<file path="src/rtl/fifo_pkg.sv">
// Shared definitions for the parametrised FIFO: op-code encoding and depth helper.
package fifo_pkg;

  typedef enum logic [2:0] {
    ST_INIT     = 3'd0,
    ST_NO_OP    = 3'd1,
    ST_WRITE    = 3'd2,
    ST_READ     = 3'd3,
    ST_WR_ERROR = 3'd4,
    ST_RD_ERROR = 3'd5,
    ST_WR_RD    = 3'd6
  } state_e;

  localparam logic [2:0] ST_ILLEGAL = 3'd7;

  function automatic int fifo_depth(input int addr_width);
    return 1 << addr_width;
  endfunction

endpackage

</file>
<file path="src/rtl/fifo_reg_file.sv">
// DEPTH x DATA_WIDTH storage: synchronous write port, registered read port that holds when idle.
module fifo_reg_file
  import fifo_pkg::*;
#(
  parameter int DATA_WIDTH = 32,
  parameter int ADDR_WIDTH = 3
) (
  input  logic                  clk,
  input  logic                  reset,
  input  logic                  we,
  input  logic [ADDR_WIDTH-1:0] waddr,
  input  logic [DATA_WIDTH-1:0] din,
  input  logic                  re,
  input  logic [ADDR_WIDTH-1:0] raddr,
  output logic [DATA_WIDTH-1:0] dout
);

  localparam int DEPTH = fifo_depth(ADDR_WIDTH);

  logic [DATA_WIDTH-1:0] mem_q [DEPTH];
  logic [DATA_WIDTH-1:0] dout_d;
  logic [DATA_WIDTH-1:0] dout_q;

  // Storage is deliberately not reset; only locations already written are ever read.
  always_ff @(posedge clk) begin
    if (we) begin
      mem_q[waddr] <= din;
    end
  end

  always_comb begin
    dout_d = dout_q;
    if (re) begin
      dout_d = mem_q[raddr];
    end
  end

  always_ff @(posedge clk or posedge reset) begin
    if (reset) begin
      dout_q <= '0;
    end else begin
      dout_q <= dout_d;
    end
  end

  assign dout = dout_q;

endmodule

</file>
<file path="src/rtl/fifo_param.sv">
// Parametrised synchronous FIFO: op decision, head/tail/count, registered flags and ack/err pulses.
module fifo_param
  import fifo_pkg::*;
#(
  parameter int DATA_WIDTH = 32,
  parameter int ADDR_WIDTH = 3,
  parameter int AF_LEVEL   = (1 << ADDR_WIDTH) - 1,
  parameter int AE_LEVEL   = 1
) (
  input  logic                  clk,
  input  logic                  reset,
  input  logic                  clr,
  input  logic                  wr_en,
  input  logic [DATA_WIDTH-1:0] din,
  input  logic                  rd_en,
  output logic [DATA_WIDTH-1:0] dout,
  output logic [ADDR_WIDTH:0]   data_count,
  output logic                  full,
  output logic                  empty,
  output logic                  almost_full,
  output logic                  almost_empty,
  output logic                  wr_ack,
  output logic                  wr_err,
  output logic                  rd_ack,
  output logic                  rd_err,
  output logic [2:0]            state
);

  localparam logic [ADDR_WIDTH:0]   DEPTH_C = (ADDR_WIDTH+1)'(fifo_depth(ADDR_WIDTH));
  localparam logic [ADDR_WIDTH:0]   AF_C    = (ADDR_WIDTH+1)'(AF_LEVEL);
  localparam logic [ADDR_WIDTH:0]   AE_C    = (ADDR_WIDTH+1)'(AE_LEVEL);
  localparam logic [ADDR_WIDTH:0]   CNT_ONE = (ADDR_WIDTH+1)'(1);
  localparam logic [ADDR_WIDTH-1:0] PTR_ONE = ADDR_WIDTH'(1);

  state_e                state_q, state_d;
  logic [ADDR_WIDTH-1:0] head_q, head_d;
  logic [ADDR_WIDTH-1:0] tail_q, tail_d;
  logic [ADDR_WIDTH:0]   count_q, count_d;
  logic                  full_q, full_d;
  logic                  empty_q, empty_d;
  logic                  af_q, af_d;
  logic                  ae_q, ae_d;
  logic                  wr_ack_q, wr_ack_d;
  logic                  wr_err_q, wr_err_d;
  logic                  rd_ack_q, rd_ack_d;
  logic                  rd_err_q, rd_err_d;
  logic                  mem_we;
  logic                  mem_re;

  always_comb begin
    state_d  = state_q;
    head_d   = head_q;
    tail_d   = tail_q;
    count_d  = count_q;
    wr_ack_d = 1'b0;
    wr_err_d = 1'b0;
    rd_ack_d = 1'b0;
    rd_err_d = 1'b0;
    mem_we   = 1'b0;
    mem_re   = 1'b0;

    // An unencodable state register value drops the request and returns to INIT.
    if (3'(state_q) == ST_ILLEGAL) begin
      state_d = ST_INIT;
    end else if (clr) begin
      state_d = ST_INIT;
      head_d  = '0;
      tail_d  = '0;
      count_d = '0;
    end else begin
      case ({wr_en, rd_en})
        2'b00: state_d = ST_NO_OP;
        2'b10: begin
          if (count_q != DEPTH_C) begin
            state_d  = ST_WRITE;
            mem_we   = 1'b1;
            tail_d   = tail_q + PTR_ONE;
            count_d  = count_q + CNT_ONE;
            wr_ack_d = 1'b1;
          end else begin
            state_d  = ST_WR_ERROR;
            wr_err_d = 1'b1;
          end
        end
        2'b01: begin
          if (count_q != '0) begin
            state_d  = ST_READ;
            mem_re   = 1'b1;
            head_d   = head_q + PTR_ONE;
            count_d  = count_q - CNT_ONE;
            rd_ack_d = 1'b1;
          end else begin
            state_d  = ST_RD_ERROR;
            rd_err_d = 1'b1;
          end
        end
        default: begin
          // Empty FIFO: no read-through of din, the read half is rejected.
          if (count_q == '0) begin
            state_d  = ST_WRITE;
            mem_we   = 1'b1;
            tail_d   = tail_q + PTR_ONE;
            count_d  = count_q + CNT_ONE;
            wr_ack_d = 1'b1;
            rd_err_d = 1'b1;
          end else begin
            // When full, head==tail: the registered read captures the pre-write word.
            state_d  = ST_WR_RD;
            mem_we   = 1'b1;
            mem_re   = 1'b1;
            head_d   = head_q + PTR_ONE;
            tail_d   = tail_q + PTR_ONE;
            wr_ack_d = 1'b1;
            rd_ack_d = 1'b1;
          end
        end
      endcase
    end

    full_d  = (count_d == DEPTH_C);
    empty_d = (count_d == '0);
    af_d    = (count_d >= AF_C);
    ae_d    = (count_d <= AE_C);
  end

  always_ff @(posedge clk or posedge reset) begin
    if (reset) begin
      state_q  <= ST_INIT;
      head_q   <= '0;
      tail_q   <= '0;
      count_q  <= '0;
      full_q   <= 1'b0;
      empty_q  <= 1'b1;
      af_q     <= 1'b0;
      ae_q     <= 1'b1;
      wr_ack_q <= 1'b0;
      wr_err_q <= 1'b0;
      rd_ack_q <= 1'b0;
      rd_err_q <= 1'b0;
    end else begin
      state_q  <= state_d;
      head_q   <= head_d;
      tail_q   <= tail_d;
      count_q  <= count_d;
      full_q   <= full_d;
      empty_q  <= empty_d;
      af_q     <= af_d;
      ae_q     <= ae_d;
      wr_ack_q <= wr_ack_d;
      wr_err_q <= wr_err_d;
      rd_ack_q <= rd_ack_d;
      rd_err_q <= rd_err_d;
    end
  end

  fifo_reg_file #(
    .DATA_WIDTH(DATA_WIDTH),
    .ADDR_WIDTH(ADDR_WIDTH)
  ) u_reg_file (
    .clk  (clk),
    .reset(reset),
    .we   (mem_we),
    .waddr(tail_q),
    .din  (din),
    .re   (mem_re),
    .raddr(head_q),
    .dout (dout)
  );

  assign data_count   = count_q;
  assign full         = full_q;
  assign empty        = empty_q;
  assign almost_full  = af_q;
  assign almost_empty = ae_q;
  assign wr_ack       = wr_ack_q;
  assign wr_err       = wr_err_q;
  assign rd_ack       = rd_ack_q;
  assign rd_err       = rd_err_q;
  assign state        = 3'(state_q);

endmodule

</file>
<file path="config.mk">
export PLATFORM = sky130hd
export DESIGN_NAME = fifo_param
export DESIGN_NICKNAME = d
export VERILOG_FILES = /design/src/rtl/fifo_pkg.sv /design/src/rtl/fifo_reg_file.sv /design/src/rtl/fifo_param.sv
export SDC_FILE = /design/constraint.sdc
export NUM_CORES = 1
export LEC_CHECK = 0
export ABC_CLOCK_PERIOD_IN_PS = 4800
export CORE_ASPECT_RATIO = 1.5
export CORE_UTILIZATION = 46
export DETAILED_ROUTE_END_ITERATION = 8
export SYNTH_ARGS = -nofsm -noshare
export SYNTH_HDL_FRONTEND = slang
export SYNTH_SLANG_ARGS = --single-unit
</file>
<file path="constraint.sdc">
create_clock -name clk -period 4.8 [get_ports clk]
set_input_delay 0.96 -clock clk [delete_from_list [all_inputs] [get_ports clk]]
set_output_delay 0.96 -clock clk [all_outputs]
set_load 0.02 [all_outputs]
</file>
==> summary.txt, run 1 <==
Timing
  – RSZ-0062 raised after global routing: false
  – Relative slew slack: 0.467
  – Worst Clk Skew: 0.00590 ns
  – Final hold viol count: 0
  – Hold Slack: 0.476 ns
  – Setup total negative slack: 0 ns
  – Count of pins over their slew limit: 0
  – Final setup viols: 0
  – Worst slew pin tran: 0.798 ns
  – Fmax: 315 MHz
  – Min Tclk post-route: 3.17 ns
  – Fin crit share: 0.661

Clocking
  – Post-CTS Resized: 0
  – Post-CTS setup repair buffer count: 0
  – Clock tree buffer depth: 3
  – CTS root buffer: clkbuf_16
  – CTS tree: built
  – Worst-Skew Late Latency: 0.53 ns
  – Cts bufs inserted: 28
  – CTS H-tree lvls: 1
  – Sink Count: 309
  – Reg clk slew, reported paths: 0.06 ns
  – Post-CTS Hold Buffers: 0

Die
  – CORE AREA: 25200 um2
  – Die width: 133 um
  – Total die area: 26400 um2
  – # IOs: 84
  – DIE HEIGHT: 199 um
  – # rows: 71
  – Starting Density: 0.470

Logic synthesis
  – Synth Flop Type: edfxtp_1
  – Netlist Area Pre-Place: 11900 um2
  – Syn Inst Count: 609
  – Sequential share of the synthesized area: 0.760
  – EDFF count, synth: 256
  – Asr flop ratio synth: 0.172
  – Register bit total from synthesis: 309
  – Synth top area cells: edfxtp_1 (65%), mux4_2 (12%), dfrtp_1 (11%), mux2i_1 (3.1%), o21ai_0 (1.7%)
  – Top cell type's share of synthesized area: 0.648
  – Syn Area/Cell: 19.5 um2
  – Post-synthesis cell type count: 46
  – Synth warn: 0
  – Syn nets: 650
  – Leading area contributor after synthesis: edfxtp_1

Worst setup path
  – Top delay family on crit path: simple AND/OR/NAND/NOR gates
  – Max stage delay on crit path: 0.71 ns
  – Req. time, crit path: 5.03 ns
  – WP buf/inv: 2
  – Critical Path AT: 3.40 ns
  – Worst Path Max Fanout: 18
  – R2r setup slk: 1.81 ns
  – Worst Setup End Kind: register
  – Crit-path cells: clkdlybuf4s50_1, nor4bb_1, nand2b_1, or3_1, nor2_4, buf_12
  – Slowest cell on crit path: clkdlybuf4s50_1
  – Launching element type of the critical path: input port
  – Setup CP Type: in -> reg

Global routing
  – Total gr overflow: 0
  – Initial antenna violation count: 0
  – Total GRT Usage: 0.182
  – Vias in the first global route: 6329
  – First-pass GRT wire length: 36300 um
  – Pin count of the biggest net entering global routing: 46

Place
  – Port buffer count: 83
  – Placed instance area: 13200 um2
  – Final GP Congestion: 0.843
  – HPWL after detailed placement: 13500 um

Cells and area
  – Area occupied by multi-input gates: 2740 um2
  – Synth-to-Final Area Change: 18.4%
  – # fillers: 1970
  – Antenna Cells: 0
  – Nets: 747
  – Core Util, Final: 0.557
  – Cell area after layout: 14000 um2
  – Share of layout cells above drive strength 1: 0.198
  – FF/Latch Area: 9020 um2

Hold path
  – Hold Crit Class: reg -> reg

Route
  – Detailed Route WL: 22800 um
  – Uppermost layer routed: met4
  – Wl on met1: 9110 um
  – Iter 0 DRT Violations: 249
  – Post-route DRC: 0
  – Post-route ant nets: 0
  – Vias per cell: 5.43
  – WL/cell: 21.6 um
  – Met3 Wirelength: 900 um
  – Total number of vias: 5731
  – DR pass1 iterations: 4
  – WL met2: 12400 um

Pwr
  – Cell area power density: 470 nW/um2
  – Peak supply drop: 344 uV
  – Leakage: 0.00462 uW

Outcome
  – Outcome: completed

Job
  – Max Cap Violations: 0
## metrics by stage
step / worst slack (ns) / power (uW) / cells
2_1_floorplan: 0.230 / 4030 / 609
3_3_place_gp: 1.15 / 4560 / 1004
3_5_place_dp: 1.10 / 4580 / 1004
4_1_cts: 1.64 / 6690 / 1055
5_1_grt: 1.54 / 6880 / 1055
6_report: 1.63 / 6600 / 1055
## cells in the final DEF (no fill, tap or decap), types with 3 or more instances in the layout
cell	instances
a21oi_1	6
and3_1	3
buf_4	14
clkbuf_1	5
clkbuf_16	29
clkdlybuf4s50_1	83
clkinv_1	4
clkinv_2	9
dfrtp_1	48
edfxtp_1	256
ha_1	4
inv_1	5
mux2i_1	37
mux4_2	64
nand2_1	46
nand2b_1	6
nand3_1	4
nor2_1	9
nor2_4	6
nor3_1	5
o21ai_0	40
## cell type report
class / instances / area share
multi-input combinational: 261 / 0.195
inverter: 7 / 0.00187
clock inverter: 15 / 0.00695
tap: 328 / 0.0292
timing repair buffer: 99 / 0.0695
sequential: 309 / 0.643
clock buffer: 36 / 0.0550
## registers in the layout (all words and copies together) (netlist names), 3 cells and up
register / flops
tail_q: 3
u_reg_file.mem_q: 256
u_reg_file.dout: 32
state: 3
data_count: 4
head_q: 3
## kinds of logic after synthesis
| logic type | share of synthesized area |
|---|---|
| flops | 0.760 |
| mux | 0.154 |
| simple gates | 0.0386 |
| compound gates | 0.0286 |
| buf+inv | 0.0141 |
| fa+ha+maj | 0.00422 |
| xor+xnor | 0.000738 |
## report_power, final
part / internal [uW] / switching [uW]
clock: 1180 / 915
combinational: 619 / 618
sequential: 3110 / 152
total: 4910 / 1680
## worst register-to-register path, stage by stage (launching register included)
cell and delay (ns):
dfrtp_1 0.51, inv_1 0.10, ha_1 0.29, nor4bb_1 0.20, nand2b_1 0.26, or3_1 0.52, nor2_4 0.54, buf_12 0.26
## routing by layer
layer  vias to the layer above  GRT usage
met5                         -          0
met4                         0     0.0467
met3                        31     0.0245
met2                       124      0.336
met1                      2963      0.224
li1                       2613          -
## Yosys cell counts, drive strengths merged (2+ instances only)
cell type and number:
dfstp 2, a21oi 6, ha 4, and3 3
o21ai 41, inv 7, dfrtp 51, nor3 7
mux4 64, nor2 15, nand2b 6, mux2i 37
nand2 47, nand3 4, nor4 2, clkbuf 15
a22oi 2, buf 17, nor2b 2, edfxtp 256
## path summary, 6_finish.rpt
kind                                            to           startpoint  depth (start not counted)
max                        u_reg_file.mem_q[2][21]                rd_en                          6
min                            u_reg_file.dout[12]  u_reg_file.dout[12]                          2
max reg2reg                u_reg_file.mem_q[2][21]        data_count[1]                          7
min reg2reg                    u_reg_file.dout[12]  u_reg_file.dout[12]                          2
max in group asynchronous      u_reg_file.dout[16]                reset                          3
min in group asynchronous       u_reg_file.dout[0]                reset                          2
Note: power is estimated with default switching activity, not from simulation.
==> run 2: changes to the inputs <==
ABC_CLOCK_PERIOD_IN_PS = 2600   (was 4800)
PLACE_DENSITY = 0.67   (was default)
clock period = 2.6 ns   (was 4.8 ns; I/O delays follow)
==> summary.txt, run 2 (synthesis gave the netlist of run 1 again) <==
Outcome
  – Outcome: completed

Timing
  – Final WS setup: 0.282 ns
  – Min Tclk post-route: 2.32 ns
  – Fin crit share: 0.891
  – Count of pins over their slew limit: 0
  – Final setup viols: 0
  – Worst slew pin tran: 0.455 ns
  – Fmax: 431 MHz
  – Relative slew slack: 0.696
  – Worst Clk Skew: 0.0162 ns
  – RSZ-0062 raised after global routing: false
  – Final hold viol count: 0
  – Hold Slack: 0.346 ns

Pwr
  – Total chip power: 12700 uW
  – Peak supply drop: 661 uV
  – Logic pwr share: 0.192
  – Leakage: 0.00477 uW
  – Cell area power density: 874 nW/um2
  – Switching share of power: 0.251
  – Clk pwr share: 0.335
  – Internal power: 9490 uW
  – Seq pwr share: 0.473
  – Switching power: 3170 uW

Route
  – Post-route DRC: 0
  – DR pass1 iterations: 4
  – Post-route ant nets: 0
  – Total number of vias: 5845
  – Iter 0 DRT Violations: 265
  – WL/cell: 21.5 um
  – Detailed Route WL: 23000 um
  – Vias per cell: 5.45

Clocking
  – Worst-Skew Late Latency: 0.54 ns
  – Post-CTS setup repair buffer count: 0
  – Clock tree buffer depth: 3
  – Cts bufs inserted: 28
  – Reg clk slew, reported paths: 0.07 ns
  – CTS root buffer: clkbuf_16
  – CTS H-tree lvls: 1
  – Post-CTS Resized: 0
  – CTS tree: built
  – Post-CTS Hold Buffers: 0
  – Sink Count: 309

Worst setup path
  – Setup CP Type: reg -> reg
  – R2R depth: 7
  – Worst R2R End: u_reg_file.mem_q[0][11]
  – Req. time, crit path: 2.83 ns
  – Worst reg2reg startpoint: data_count[1]
  – Max stage delay on crit path: 0.45 ns
  – Slowest cell on crit path: or3_4
  – Worst Path Max Fanout: 18
  – Worst Setup End Kind: register
  – Critical Path AT: 2.55 ns
  – R2r setup slk: 0.28 ns
  – Launching element type of the critical path: register
  – Crit-path cells: inv_2, ha_4, nor4bb_4, nand2b_4, or3_4, nor3_4, buf_12

Cells and area
  – Antenna Cells: 0
  – Most common cell after layout, fill and taps aside: edfxtp_1
  – Fin cells: 1073
  – Share of layout cells above drive strength 1: 0.227
  – Nets: 764
  – Synth-to-Final Area Change: 22.1%
  – FF/Latch Area: 9030 um2
  – # fillers: 1909
  – Biggest register: u_reg_file.mem_q
  – Max FFs per register: 256
  – Cell area after layout: 14500 um2
  – Area occupied by multi-input gates: 2790 um2
  – Most frequent cells in the layout: edfxtp_1 (256), clkdlybuf4s50_1 (83), mux4_2 (64), nand2_1 (46), dfrtp_1 (44)

Die
  – DIE HEIGHT: 199 um
  – Total die area: 26400 um2
  – Die width: 133 um
  – # IOs: 84
  – # rows: 71
  – Starting Density: 0.470
  – CORE AREA: 25200 um2

Place
  – Port buffer count: 83
  – Final GP Congestion: 0.836
  – Placement Setup Slack: -0.0101 ns
  – Dpl cells: 1021
  – HPWL after detailed placement: 14600 um
  – Placed instance area: 13500 um2

Global routing
  – Initial antenna violation count: 0
  – Vias in the first global route: 6327
  – Total GRT Usage: 0.182
  – Total gr overflow: 0
  – First-pass GRT wire length: 35900 um
  – Pin count of the biggest net entering global routing: 67

Hold path
  – Hold Crit Class: in -> async

Job
  – Max Cap Violations: 0
## run 2: power groups by stage
stage                     Sequential, uW  Combinational [uW]  Clock [uW]
final                               5990                2430        4240
after global routing                6040                2640        4480
after CTS                           6000                2480        4330
after detailed placement            6100                2480           0
after global placement              6070                2450           0
after floorplan                     6390                1100           0
## run 2: worst max path at each step
stage / from / to / slack (ns)
3_3_place_gp: rd_en / u_reg_file.mem_q[0][18] / 0.02
3_5_place_dp: rd_en / u_reg_file.mem_q[0][20] / -0.01
2_1_floorplan: data_count[1] / u_reg_file.mem_q[0][0] / -0.14
5_1_grt: data_count[1] / full / 0.22
4_1_cts: data_count[2] / data_count[2] / 0.27
6_report: data_count[1] / u_reg_file.mem_q[0][11] / 0.28
## run 2: worst max-delay path, delay by kind of cell (launching register included)
| family | cells | cell delay (ns) |
|---|---|---|
| and+or+nand+nor | 4 | 1.10 |
| DFF | 1 | 0.44 |
| buffers and inverters | 2 | 0.29 |
| adders and majority gates | 1 | 0.19 |
## run 2: layout make-up
class                   count  area share
flip-flops and latches    309       0.623
clock inverters            14      0.0116
clock buffers              38      0.0545
repair buffers            116      0.0875
multi-input cells         261       0.193
well taps                 328      0.0283
inverters                   7     0.00181
## run 2: per-stage QoR
stage	TNS, ns	utilization
finish	0	0.574
CTS	0	0.574
global placement	0	0.536
global route	0	0.574
detailed placement	-0.167	0.536
floorplan	-5.11	-
## run 2: per-layer routing
layer  track usage  vias to the layer above  wire, um
li1              -                     2652         -
met1         0.220                     3021      8990
met2         0.342                      139     12700
met3        0.0168                       33       825
met4        0.0577                        0       531
met5             0                        -         0
==> RTL change 1 (settings of run 1) <==
`ADDR_WIDTH` is set to 3 in 2 places; all go to 4.
--- a/src/rtl/fifo_reg_file.sv
+++ b/src/rtl/fifo_reg_file.sv
@@ -5,3 +5,3 @@
   parameter int DATA_WIDTH = 32,
-  parameter int ADDR_WIDTH = 3
+  parameter int ADDR_WIDTH = 4
 ) (
--- a/src/rtl/fifo_param.sv
+++ b/src/rtl/fifo_param.sv
@@ -5,3 +5,3 @@
   parameter int DATA_WIDTH = 32,
-  parameter int ADDR_WIDTH = 3,
+  parameter int ADDR_WIDTH = 4,
   parameter int AF_LEVEL   = (1 << ADDR_WIDTH) - 1,
Ports: changed (resized data_count); port bits go from 84 to 85. The function was not compared with the original's and may differ.
==> RTL change 1 against run 1 <==
- worst setup slack worse by 270 ps
- total power is 75% higher
- combinational power is 45% higher
- sequential share of layout area is 2.4 points higher
- wire length is 100% higher
- design area is 79% higher
- synthesized area is 85% higher
- sequential cell count is 259 higher
- largest power group unchanged
==> RTL change 1: results (changes against run 1) <==
| Metric | Value |
|---|---|
| First-pass GRT wire length | 69,200 um (+91%) |
| Synth cell types | 51 (+11%) |
| Switching pwr | 2.79 mW (+66%) |
| Comb. pwr | 1.80 mW (+45%) |
| Asr flop ratio synth | 0.0986 (-0.0729) |
| Routed wl met3 | 2380 um (+160%) |
| PortBufs | 84 (+1.2%) |
| CTS buffer count | 52 (+86%) |
| Pin count of the biggest net entering global routing | 56 (+22%) |
| Max FFs per register | 512 (+100%) |
| Mapped Cells | 947 (+56%) |
| Placed insts | 1,600 (+59%) |
| RePlAce Congestion | 0.785 (-6.9%) |
| Post-synth EDFFs | 512 (+100%) |
| Top-area cell type share of the netlist area | 0.700 (+0.0523) |
| Worst skew pair latency | 580 ps (+50 ps) |
| Clock power frac | 0.346 (+0.028) |
| Ranking of synthesized cells by area | edfxtp_1 70%, mux4_2 16%, dfrtp_1 6.2% |
| Min-Delay Startpoint | u_reg_file.dout[26]$_DFFE_PP0P_ |
| Status | completed |
| Worst VDD drop | 0.000314 V (-8.7%) |
| Vias in the first global route | 10,600 (+68%) |
| Leakage Power | 7.91 nW (+71%) |
| Sequential fraction of the synthesis area | 0.764 (+0.00427) |
| Cell area power density | 458 nW/um2 (-2.5%) |
| Worst-Margin Slew | 1120 ps (+319 ps) |
| CP max stage delay | 820 ps (+110 ps) |
| DRT Pass-1 Iters | 5 (+1) |
| R2r setup slk | 1350 ps (-460 ps) |
## RTL change 1: cell type report
cell class              instances  area [um2]
clock buffers                  65        1390
repair buffers                108        1120
fillers                      3585       21700
multi-input cells             321        4870
inverters                       9        33.8
flip-flops and latches        568       16800
well taps                     594         743
diodes                          1        2.50
clock inverters                30         233
## RTL change 1: kinds of logic after synthesis
logic type               count (synthesis)  share of synthesized area
buffers and inverters                   58                     0.0149
multiplexers                           197                      0.183
AO/OA/AOI/OAI                           47                     0.0144
AND/OR/NAND/NOR                         70                     0.0195
adder cells (fa/ha/maj)                  7                    0.00399
flip-flops                             568                      0.764
## RTL change 1: per-layer routing
| layer | global-route usage | up-vias |
|---|---|---|
| met5 | 0 | - |
| met4 | 0.0529 | 0 |
| met3 | 0.0273 | 63 |
| met2 | 0.313 | 287 |
| met1 | 0.281 | 5461 |
| li1 | - | 4234 |
==> RTL change 2 (flow settings as in run 1) <==
Without the edit above. The output `wr_err` loses its register stage (`wr_err_q` becomes a continuous assignment).
--- a/src/rtl/fifo_param.sv
+++ b/src/rtl/fifo_param.sv
@@ -136,3 +136,2 @@
       wr_ack_q <= 1'b0;
-      wr_err_q <= 1'b0;
       rd_ack_q <= 1'b0;
@@ -149,3 +148,2 @@
       wr_ack_q <= wr_ack_d;
-      wr_err_q <= wr_err_d;
       rd_ack_q <= rd_ack_d;
@@ -154,2 +152,4 @@
   end
+
+  assign wr_err_q = wr_err_d;
 
Check against the original RTL: same outputs for any inputs over 4 cycles, from zero or initial values and one cycle with reset high; that may be too few to reach the edited logic, so the function may still have changed.
==> RTL change 2 against run 1 <==
- worst setup slack got worse by 680 ps
- total power increased by 2.7%
- synthesized cell count decreased by 0.16%
- highest routed layer unchanged
- synthesized area fell by 0.21%
- register-to-register slack worse by 30 ps
- wire length is 0.31% lower
- design area grew 0.54%
- non-clock buffer count unchanged
- sequential cell count decreased by 1
- count of clock-buffer cells in the layout grew 5
==> RTL change 2: results (changes against run 1) <==
| Metric | Value |
|---|---|
| Status | completed |
| Starting DRT DRC Count | 308 (+24%) |
| RePlAce Congestion | 0.845 (+0.24%) |
| Clk buf depth | 3 (unchanged) |
| First-pass GRT wire length | 36,400 um (+0.47%) |
| Leakage Power | 4.65 nW (+0.68%) |
| Worst skew pair latency | 520 ps |
| DP Area | 13,100 um2 (-0.19%) |
| Clock transition at path regs | 60 ps (about the same) |
| Largest fanout on the critical path | 12 (-6) |
| R2R cell count | 7 (unchanged) |
| WHS Endpoint | u_reg_file.dout[14]$_DFFE_PP0P_ |
| Synth cell types | 46 (unchanged) |
| Commonest cells post-synth | 256 x edfxtp_1, 64 x mux4_2, 50 x dfrtp_1 |
| Ranking of synthesized cells by area | edfxtp_1 65%, mux4_2 12%, dfrtp_1 11% |
| R2r setup slk | 1780 ps (-30 ps) |
| Root buf cell | clkbuf_16 |
| Vias in the first global route | 6,257 (-1.1%) |
| CTS buffer count | 28 (unchanged) |
| Total Routing Usage GR | 0.183 (+0.00146) |
| FF-to-FF End | u_reg_file.mem_q[2][22]$_DFFE_PP_ |
| Initial antenna violation count | 0 (unchanged) |
| Min-Delay Startpoint | u_reg_file.dout[14]$_DFFE_PP0P_ |
| Post-CTS Setup Inserts | 0 (unchanged) |
| Post_cts resized | 0 (unchanged) |
| Worst VDD drop | 0.000435 V (+26%) |
| Routed length per instance | 21.5 um (-0.31%) |
| Dpl hpwl | 13,700 um (+1.2%) |
| Final nets | 746 (-0.13%) |
| Post-synth EDFFs | 256 (unchanged) |
| Synthesized Nets | 649 (-0.15%) |
| Share of cells above drive strength 1 | 0.202 (+0.00413) |
| Antenna cells | 0 (unchanged) |
| Sequential fraction of the synthesis area | 0.760 (about the same) |
| Skew final | 9.61 ps (+3.71 ps) |
| Max FFs per register | 256 (unchanged) |
| Pin count of the biggest net entering global routing | 47 (+2.2%) |
| PortBufs | 83 (unchanged) |
| Final setup vio count | 0 (unchanged) |
| Relative slew slack | 0.441 (-0.0263) |
| Fillers | 1,900 (-3.6%) |
| Worst hold path type | reg -> reg |
| Vias per cell | 5.46 (+0.52%) |
| Asr flop ratio synth | 0.169 (-0.00269) |
| Finished Cell Area | 14,100 um2 (+0.54%) |
| Critical Path AT | 2890 ps (-510 ps) |
| WHS Path Cells | 2 (unchanged) |
==> RTL change 2: worst max path at each step <==
stage          startpoint                                to  slack [ps]
2_1_floorplan       rd_en  u_reg_file.mem_q[0][0]$_DFFE_PP_         230
3_3_place_gp        rd_en                            wr_err        1060
3_5_place_dp        rd_en                            wr_err        1000
4_1_cts             rd_en                            wr_err         990
5_1_grt             rd_en                            wr_err         840
6_report            rd_en                            wr_err         950
==> RTL change 2: cell families after synthesis <==
logic type      Yosys count  share of synthesized area
flops                   308                      0.760
simple gates             95                     0.0387
xor+xnor                  1                   0.000740
mux                     102                      0.154
buf+inv                  39                     0.0142
compound gates           59                     0.0286
fa+ha+maj                 4                    0.00423
==> RTL change 2: stage by stage <==
stage          worst slack [ps]  std cells  hold WS (ps)
2_1_floorplan               230        608           532
3_3_place_gp               1060       1003           462
3_5_place_dp               1000       1003           470
4_1_cts                     987       1055           485
5_1_grt                     837       1055           504
6_report                    950       1055           476
==> RTL change 2: layout make-up <==
cell class,instances,area share
Clock inverter,11,0.00922
Multi-Input combinational cell,261,0.194
Timing Repair Buffer,99,0.0691
Inverter,7,0.00186
Tap cell,328,0.0291
Clock buffer,41,0.0596
Sequential cell,308,0.637
==> RTL change 2: per-layer routing <==
layer  GRT usage  share of wire
met1       0.228           0.40
met2       0.341           0.55
met3      0.0199          0.032
met4      0.0434          0.017
met5           0              0
==> RTL change 2: where the power goes <==
group	switching (mW)	leakage [nW]	total (mW)	internal (mW)
Sequential	0.160	2.97	3.26	3.10
Combinational	0.607	1.21	1.23	0.620
Clock	0.920	0.479	2.29	1.37
Total	1.69	4.65	6.78	5.09
==> RTL change 2: critical path, cell delays in order <==
cell	delay, ps
clkdlybuf4s50_1	590
nor4bb_1	500
and3_1	240
clkdlybuf4s50_1	600
